**config.mk**
```make
export PLATFORM = sky130hd
export DESIGN_NAME = ascon_enc_arbiter
export DESIGN_NICKNAME = d
export VERILOG_FILES = /design/src/rtl/ascon_enc_arbiter.sv
export SDC_FILE = /design/constraint.sdc
export NUM_CORES = 1
export LEC_CHECK = 0
export ABC_AREA = 0
export CELL_PAD_IN_SITES_DETAIL_PLACEMENT = 1
export CELL_PAD_IN_SITES_GLOBAL_PLACEMENT = 1
export CORE_AREA = 10 10 515 517
export DETAILED_ROUTE_END_ITERATION = 8
export DIE_AREA = 0 0 525 527
export GPL_TIMING_DRIVEN = 0
export HOLD_SLACK_MARGIN = 0.02
export PLACE_DENSITY = 0.32
export RECOVER_POWER = 100
export REMOVE_ABC_BUFFERS = 1
export SYNTH_ARGS = -nofsm -noshare
export SYNTH_HDL_FRONTEND = slang
export SYNTH_SLANG_ARGS = --single-unit
```
**constraint.sdc**
```tcl
create_clock -name clk -period 27.6 [get_ports clk]
set_clock_uncertainty 0.15 [all_clocks]
set_input_delay 8.28 -clock clk [delete_from_list [all_inputs] [get_ports clk]]
set_output_delay 8.28 -clock clk [all_outputs]
set_load 0.05 [all_outputs]
```
**src/rtl/ascon_enc_arbiter.sv**
```systemverilog
// ascon_enc_arbiter
//   Lets NREQ requesters share one ASCON-128 encryption core. Arbitration is
//   round-robin. The arbiter captures the winning requester's operands, pulses
//   core_start, waits for core_fin, and then returns CT/tag tagged with the
//   requester id. Only one job is in flight at a time.
//
//   Optional feature (define macro ASCON_ARB_TIMEOUT_EN): a watchdog runs while
//   the arbiter waits for the core. If it expires, the arbiter returns rsp_err=1
//   with zeroed CT/tag. Without the macro, WAIT holds indefinitely and rsp_err
//   is tied to 0.
//
// Ports
//   clk, rst                          clock (rising edge), async active-high reset
//   req_valid/req_ready               per-requester handshake (req_ready is one-hot)
//   req_key/req_nonce [NREQ*128]      packed operands, requester i at [i*128+:128]
//   req_ad/req_pt     [NREQ*40]       packed operands, requester i at [i*40+:40]
//   rsp_valid/rsp_ready               result handshake
//   rsp_id, rsp_ct, rsp_tag, rsp_err  result payload
//   core_start                        one-cycle start pulse to the core
//   core_key/nonce/ad/pt              registered operands to the core
//   core_fin, core_ct, core_tag       core completion and result
//   busy                              arbiter not idle
module ascon_enc_arbiter #(
    parameter int unsigned NREQ        = 2,
    parameter int unsigned IDW         = 1,
    parameter int unsigned TIMEOUT_CYC = 1024
) (
    input  logic                 clk,
    input  logic                 rst,
    input  logic [NREQ-1:0]      req_valid,
    output logic [NREQ-1:0]      req_ready,
    input  logic [NREQ*128-1:0]  req_key,
    input  logic [NREQ*128-1:0]  req_nonce,
    input  logic [NREQ*40-1:0]   req_ad,
    input  logic [NREQ*40-1:0]   req_pt,
    output logic                 rsp_valid,
    input  logic                 rsp_ready,
    output logic [IDW-1:0]       rsp_id,
    output logic [39:0]          rsp_ct,
    output logic [127:0]         rsp_tag,
    output logic                 rsp_err,
    output logic                 core_start,
    output logic [127:0]         core_key,
    output logic [127:0]         core_nonce,
    output logic [39:0]          core_ad,
    output logic [39:0]          core_pt,
    input  logic                 core_fin,
    input  logic [39:0]          core_ct,
    input  logic [127:0]         core_tag,
    output logic                 busy
);

    typedef enum logic [1:0] {S_IDLE, S_START, S_WAIT, S_RESP} state_t;

    state_t          state;
    logic [IDW-1:0]  ptr;
    logic [IDW-1:0]  winner;
    logic            any_valid;

`ifdef ASCON_ARB_TIMEOUT_EN
    localparam int unsigned CW = (TIMEOUT_CYC > 2) ? $clog2(TIMEOUT_CYC) : 1;
    logic [CW-1:0] wd_cnt;
`else
    assign rsp_err = 1'b0;
`endif

    // Search for the first valid requester, starting at ptr and wrapping
    // modulo NREQ. Only the first hit is kept.
    always_comb begin
        int unsigned    idx;
        logic [IDW-1:0] cand;
        any_valid = 1'b0;
        winner    = '0;
        idx       = 0;
        cand      = '0;
        for (int unsigned k = 0; k < NREQ; k++) begin
            idx  = (32'(ptr) + k) % NREQ;
            cand = IDW'(idx);
            if (req_valid[cand] && !any_valid) begin
                any_valid = 1'b1;
                winner    = cand;
            end
        end
    end

    // Grant is combinational and is only offered while idle. It is forced low
    // during reset so that every output reads 0 while rst is high.
    always_comb begin
        req_ready = '0;
        if (!rst && state == S_IDLE && any_valid)
            req_ready[winner] = 1'b1;
    end

    assign busy = (state != S_IDLE);

    always_ff @(posedge clk or posedge rst) begin
        if (rst) begin
            state      <= S_IDLE;
            ptr        <= '0;
            core_start <= 1'b0;
            core_key   <= '0;
            core_nonce <= '0;
            core_ad    <= '0;
            core_pt    <= '0;
            rsp_valid  <= 1'b0;
            rsp_id     <= '0;
            rsp_ct     <= '0;
            rsp_tag    <= '0;
`ifdef ASCON_ARB_TIMEOUT_EN
            rsp_err    <= 1'b0;
            wd_cnt     <= '0;
`endif
        end else begin
            case (state)
                S_IDLE: begin
                    if (any_valid) begin
                        core_key   <= req_key[32'(winner)*128 +: 128];
                        core_nonce <= req_nonce[32'(winner)*128 +: 128];
                        core_ad    <= req_ad[32'(winner)*40 +: 40];
                        core_pt    <= req_pt[32'(winner)*40 +: 40];
                        rsp_id     <= winner;
                        ptr        <= (32'(winner) == NREQ - 1) ? '0 : winner + IDW'(1);
                        core_start <= 1'b1;
                        state      <= S_START;
                    end
                end
                S_START: begin
                    core_start <= 1'b0;
`ifdef ASCON_ARB_TIMEOUT_EN
                    wd_cnt     <= '0;
`endif
                    state      <= S_WAIT;
                end
                S_WAIT: begin
                    // If fin arrives in the same cycle the watchdog expires,
                    // the normal result is returned.
                    if (core_fin) begin
                        rsp_ct    <= core_ct;
                        rsp_tag   <= core_tag;
                        rsp_valid <= 1'b1;
`ifdef ASCON_ARB_TIMEOUT_EN
                        rsp_err   <= 1'b0;
`endif
                        state     <= S_RESP;
                    end
`ifdef ASCON_ARB_TIMEOUT_EN
                    else if (wd_cnt == CW'(TIMEOUT_CYC - 1)) begin
                        rsp_ct    <= '0;
                        rsp_tag   <= '0;
                        rsp_err   <= 1'b1;
                        rsp_valid <= 1'b1;
                        state     <= S_RESP;
                    end else begin
                        wd_cnt    <= wd_cnt + CW'(1);
                    end
`endif
                end
                S_RESP: begin
                    if (rsp_ready) begin
                        rsp_valid <= 1'b0;
                        state     <= S_IDLE;
                    end
                end
                default: state <= S_IDLE;
            endcase
        end
    end

endmodule

```
==> key figures <==
Worst hold path
  • Sink of the worst hold path: rsp_id
  • Hold Startpoint: rsp_id
  • Tightest Hold Check Type: reg -> reg
  • Number of instances on the worst hold path: 1

Clock tree
  • Root buffer cell: clkbuf_16
  • Clk Latency, worst-skew pair: 0.70 ns
  • Number of CTS-inserted buffers: 80
  • Number of clock sinks: between 500 and 600
  • Hold Buf Count CTS: 0
  • Count of instances resized after the clock tree is built: 0
  • Post-CTS setup buffers: 0
  • Buffer depth of the longest clock path: 3
  • Clock-pin slew on the worst setup and hold paths: 0.06 ns
  • CTS tree: yes
  • Deepest level of the CTS H-tree: 3

Finish
  • Net count reported at finish: 3717
  • Layout cell share with drive strength beyond 1: 10.9%
  • Post-layout instance area: 0.0416 mm2
  • Most common library cell in the layout ignoring fill and taps: clkdlybuf4s50_1
  • Area growth from synthesis to layout: 98.5%
  • Commonest cells after routing, fill and taps aside: 842 x clkdlybuf4s50_1, 513 x dlygate4sd3_1, 510 x dfrtp_1
  • Final-layout fill cell count: 28900

Worst setup path
  • Beginning of the worst register-to-register path: state[0]
  • Worst path required time: roughly 19 ns
  • CP max FO: 21
  • Data arrival time of the critical path: 10.89 ns
  • Crit path kind: in -> out
  • Capture point of the worst reg-to-reg path: core_nonce[125]
  • Setup crit start kind: primary input
  • Nature of the critical path endpoint: output port
  • R2R depth: 12
  • Register-to-register path setup slack: 18.27 ns

Floorplan
  • Initial Util: between 8 and 9%
  • Number of rows created at floorplan: 186
  • Area of the die: 0.277 mm2
  • IO Pins: 1357
  • Die X-Extent: ~530 um
  • Core Area: 0.255 mm2
  • Vert. Die Dim: 527 um

Timing
  • Final slew viol count: 569
  • Final period util: 70.0%
  • Hold violation count in the final report: 0
  • Final Hold Slack: 0.324 ns
  • Final WS setup: 8.28 ns
  • Maximum clock frequency: 0.0518 GHz
  • Worst-margin pin slew: between 5 and 6 ns
  • Final-report setup violation count: 0
  • Unrepaired setup endpoints after global routing: no
  • Worst-case headroom to the max-slew limit: -285%
  • Min cycle time layout: approximately 19 ns

GRT
  • Total global routing track utilization: around 13%
  • Total gr overflow: 0
  • Vias in the first global route: 21800
  • Antenna violations before repair: 140
  • Largest net degree at the start of global routing: between 90 and 100
  • First-pass GRT wire length: about 230 mm

Synthesis
  • Post-synth design cell area: 0.0210 mm2
  • Post-synthesis cell type with the largest combined area: dfrtp_1
  • Sequential-to-total area share from yosys stat: 60.9%
  • Average cell area after synthesis: approximately 14 um2
  • Synth top area cells: dfrtp_1 61%, a221o_1 16%, and2_1 10%, mux2_2 9.1%, clkbuf_1 1.5%
  • Synth unique cells: 26
  • Fraction of post-synthesis cell area in the top cell type by area: 60.9%
  • Synth warnings: 0
  • Post-synthesis cell count: roughly 1500
  • Total of flip-flops plus latches after synthesis: 510

Power
  • Leakage power summed over all cells: between 15 and 20 nW
  • Power per unit of standard cell area: 135 mW/mm2
  • Worst ir drop on vdd: 47.0 uV
  • Final total power: 5.63 mW

Detailed routing
  • Iteration count of the initial detailed-routing pass: 5
  • Detailed Route WL: 182 mm
  • ANT nets after route: 0
  • Detail-routed net length per standard cell: roughly 29 um
  • Via-to-Cell Ratio: 3.11
  • Remaining design rule violation count: 0
  • DRT iter0 DRCs: ~760
  • DR vias: 19800

Status
  • Result of the run: finished with violations
  • Violated checks: max-capacitance violations, max-slew violations

Placed design
  • Place WS: 8.27 ns
  • Area post-placement: slightly below 0.04 mm2
  • Sum of net half-perimeters after detailed placement: 149 mm
  • Routability cong.: 0.737
  • Count of buffers from port buffering: ~1400

Run
  • Max-cap violations: 10
==> cell families after synthesis <==
| kind of cell | Yosys count | synth area share [%] |
|---|---|---|
| mux | 170 | 9.13 |
| fa+ha+maj | 5 | 0.299 |
| compound gates | 344 | 16.3 |
| other cells | 1 | 0.0179 |
| simple gates | 349 | 10.3 |
| flops | 510 | 60.9 |
| buf+inv | 138 | 3.04 |
==> how the worst max path moves through the flow <==
| stage | startpoint | endpoint |
|---|---|---|
| after detailed placement | req_valid[1] | req_ready[1] |
| final | req_valid[0] | req_ready[1] |
| after CTS | req_valid[1] | req_ready[1] |
| after global placement | rst | core_ad[21] |
| after global routing | req_valid[1] | req_ready[1] |
| after floorplan | req_valid[0] | req_ready[1] |
==> state kept, by name, summed over array words and instances (netlist names) <==
register / flops
rsp_id: 1
core_key: 128
core_nonce: 128
core_start: 1
rsp_ct: 40
rsp_tag: 128
rsp_valid: 1
core_ad: 40
state: 2
ptr: 1
core_pt: 40
==> power breakdown <==
part           total, mW  switching (mW)  internal (mW)  leakage (nW)
clock network       1.07           0.436          0.638          1.32
registers           1.32           0.200           1.12          6.24
logic               3.23            2.19           1.05          8.73
total               5.63            2.82           2.80          16.3
==> cells in the mapped netlist, drive strengths merged <==
cell / count
clkbuf: 81
inv: 7
ha: 5
nor2: 3
conb: 1
buf: 50
dfrtp: 510
a221o: 336
nand3: 1
o21ai: 3
and2: 336
mux2: 169
a221oi: 1
mux2i: 1
a21oi: 2
nand2: 6
and3: 1
a21o: 1
a22oi: 1
nor2b: 1
nor3b: 1
==> layout make-up <==
class | count | area [um2] | share of cell area [%]
Timing Repair Buffer | 1398 | 14200 | 34.2
Sequential cell | 510 | 12800 | 30.7
Multi-Input combinational cell | 869 | 7570 | 18.2
Tap cell | 3384 | 4230 | 10.2
Clock buffer | 125 | 2450 | 5.90
Clock inverter | 17 | 223 | 0.536
Antenna cell | 46 | 115 | 0.277
Inverter | 7 | 27.5 | 0.0662
==> routing by layer <==
metal	routed length (um)	vias to the layer above	GRT usage [%]
met5	753	-	0.427
met4	4860	98	3.73
met3	25000	264	8.27
met2	86400	1114	21.0
met1	64500	9782	12.7
li1	-	8525	-
==> stage by stage <==
| stage | setup TNS (ns) | util (%) | std cells |
|---|---|---|---|
| 6_report | 0 | 16.3 | 6356 |
| 3_3_place_gp | -5328.41 | 14.9 | 6125 |
| 4_1_cts | 0 | 16.4 | 6310 |
| 2_1_floorplan | 0 | - | 1386 |
| 5_1_grt | 0 | 16.3 | 6316 |
| 3_5_place_dp | 0 | 15.4 | 6168 |
==> critical path, stage by stage <==
cell	delay (ns)
dlygate4sd3_1	0.65
a21oi_4	0.39
buf_12	0.25
nor3b_1	0.31
dlygate4sd3_1	0.99
Power figures use the tool's default switching activity.
==> patch: new RTL, same settings <==
Build with the macro `ASCON_ARB_TIMEOUT_EN` defined.
--- a/src/rtl/ascon_enc_arbiter.sv
+++ b/src/rtl/ascon_enc_arbiter.sv
@@ -20,6 +20,8 @@
 //   core_key/nonce/ad/pt              registered operands to the core
 //   core_fin, core_ct, core_tag       core completion and result
 //   busy                              arbiter not idle
+`define ASCON_ARB_TIMEOUT_EN
+
 module ascon_enc_arbiter #(
     parameter int unsigned NREQ        = 2,
     parameter int unsigned IDW         = 1,
Check against the original RTL: not settled (the Yosys comparison gave no result); the edit may change what the design does.
==> patch against the unedited design <==
The run still ends with max-capacitance violations, max-slew violations left; power rose by 0.23%; worst setup slack got worse by 1.1 ns; cell area is 0.81% higher; count of clock-buffer cells in the layout rose by 5; core utilization increased by 0.13 points; synthesized area grew 1.4%; cell count increased by 1.1%; sequential cell count rose by 11; routed wire length increased by 3.1%; register-to-register slack worse by 0.47 ns; critical endpoint is now core_nonce[103].
==> patch: results (changes against the unedited design) <==
The placer's final routability congestion estimate was 0.7337 (-0.46%). The clock buffer count is 130 (+4.0%). The area used by multi-input combinational logic was 0.007481 sq mm (-1.2%); the highest fanout seen on the critical path was 74 (+250%). The leakage power was 16.91 nW (+3.8%). The checks that failed: max-capacitance violations, max-slew violations. In the post-synthesis netlist, the biggest area contributors are sky130_fd_sc_hd__dfrtp_1 61%, sky130_fd_sc_hd__a221o_1 16%, sky130_fd_sc_hd__and2_1 10%, sky130_fd_sc_hd__a22o_1 7.1%, sky130_fd_sc_hd__clkbuf_1 1.6%.

Number of distinct library cell variants in the gate-level netlist after synthesis: 40 (+54%). The amount of wire on met2 after detailed routing was 91340 microns (+5.8%); the highest ir drop seen on vdd was 0.04527 mV (-3.7%). The layout multi-input combinational cell count came out at 919 (+5.8%). The met3 layer wire length in the routed design came out at 23440 microns (-6.3%). The fraction of layout instances using a drive strength above 1 was 0.05436 (-0.05466); the mux contribution to synthesized area was 0.0005298 (-0.09076). The number of violations of the max-capacitance limit was 18 (+8). The run finished, with violations left. Total instance count after detailed placement: 6249 (+1.3%). The final wirelength was 187200 microns (+3.1%); the register bit count reported by yosys was 521 (+2.2%). The share of the synthesized area in compound gates (AO/OA/AOI/OAI) was 0.2384 (+0.07542). For the violation count after the first detailed-routing iteration, the log shows 910 (+20%). Power after layout: 0.005639 W (+0.23%). The number of buffers created by CTS is 83 (+3.8%), and the number of standard cells in the final layout excluding fillers is 6429 (+1.1%). The number of max-slew violations in the final report was 912 (+60%). The filler cell count in the final layout was 29037 (+0.49%). The run gives 152200 microns (+1.9%) as the detailed placer's ending HPWL. For the number of detailed-route iterations in the first pass, the log shows 4 (-1). The global-route usage over all layers is 0.1297 (+0.004197), and the arithmetic-cell share of the synthesized area counting full adders, half adders and majority gates is 0.003532 (+0.0005469). The sequential cell area fraction in the yosys report came out at 0.6134 (+0.004419).

The worst slew margin relative to its limit was -2.980 (-0.1352). The per-cell via count in the routed design is 3.243 (+4.2%). The number of inserted diodes is 28 (-39%), and the share of the synthesized netlist area taken by xor and xnor gates is 0.001648 (+0.001648).

The arrival time of data at the critical path endpoint is 20.19 ns (+9.30 ns). The share of final layout cell area taken by clock buffers and inverters was 0.06437 (about the same); the non-clock buffer contribution to total cell area was 0.3427 (+0.001167). The tools report the synthesized instance count as 1600 (+5.5%). The total of buffers placed on input and output ports was 1356 (+0.074%); the switching power share of the total was 0.5047 (+0.003206). The number of signal-net buffers in the layout came out at 1416 (+1.3%).
==> patch: per-layer routing <==
| metal | global-route usage | up-vias |
|---|---|---|
| met3 | 0.07656 | 257 |
| met4 | 0.02646 | 92 |
| met1 | 0.1362 | 10442 |
| li1 | - | 8962 |
| met5 | 0 | - |
| met2 | 0.2242 | 1096 |
==> patch: final timing paths <==
| check | cells after the start | to | from | slack, ns |
|---|---|---|---|---|
| setup / recovery | 5 | core_nonce[103] | rst | 7.23 |
| hold / removal | 1 | rsp_id | rsp_id | 0.32 |
| setup reg to reg | 10 | core_key[66] | state[0] | 17.80 |
| hold reg to reg | 1 | rsp_id | rsp_id | 0.32 |
| max in group clk | 3 | req_ready[0] | req_valid[1] | 8.82 |
| min in group asynchronous | 2 | rsp_ct[1] | rst | 8.70 |
==> patch: critical path, delay by kind of cell <==
family / cells / cell delay, ns
buffers and inverters: 5 / 11.64
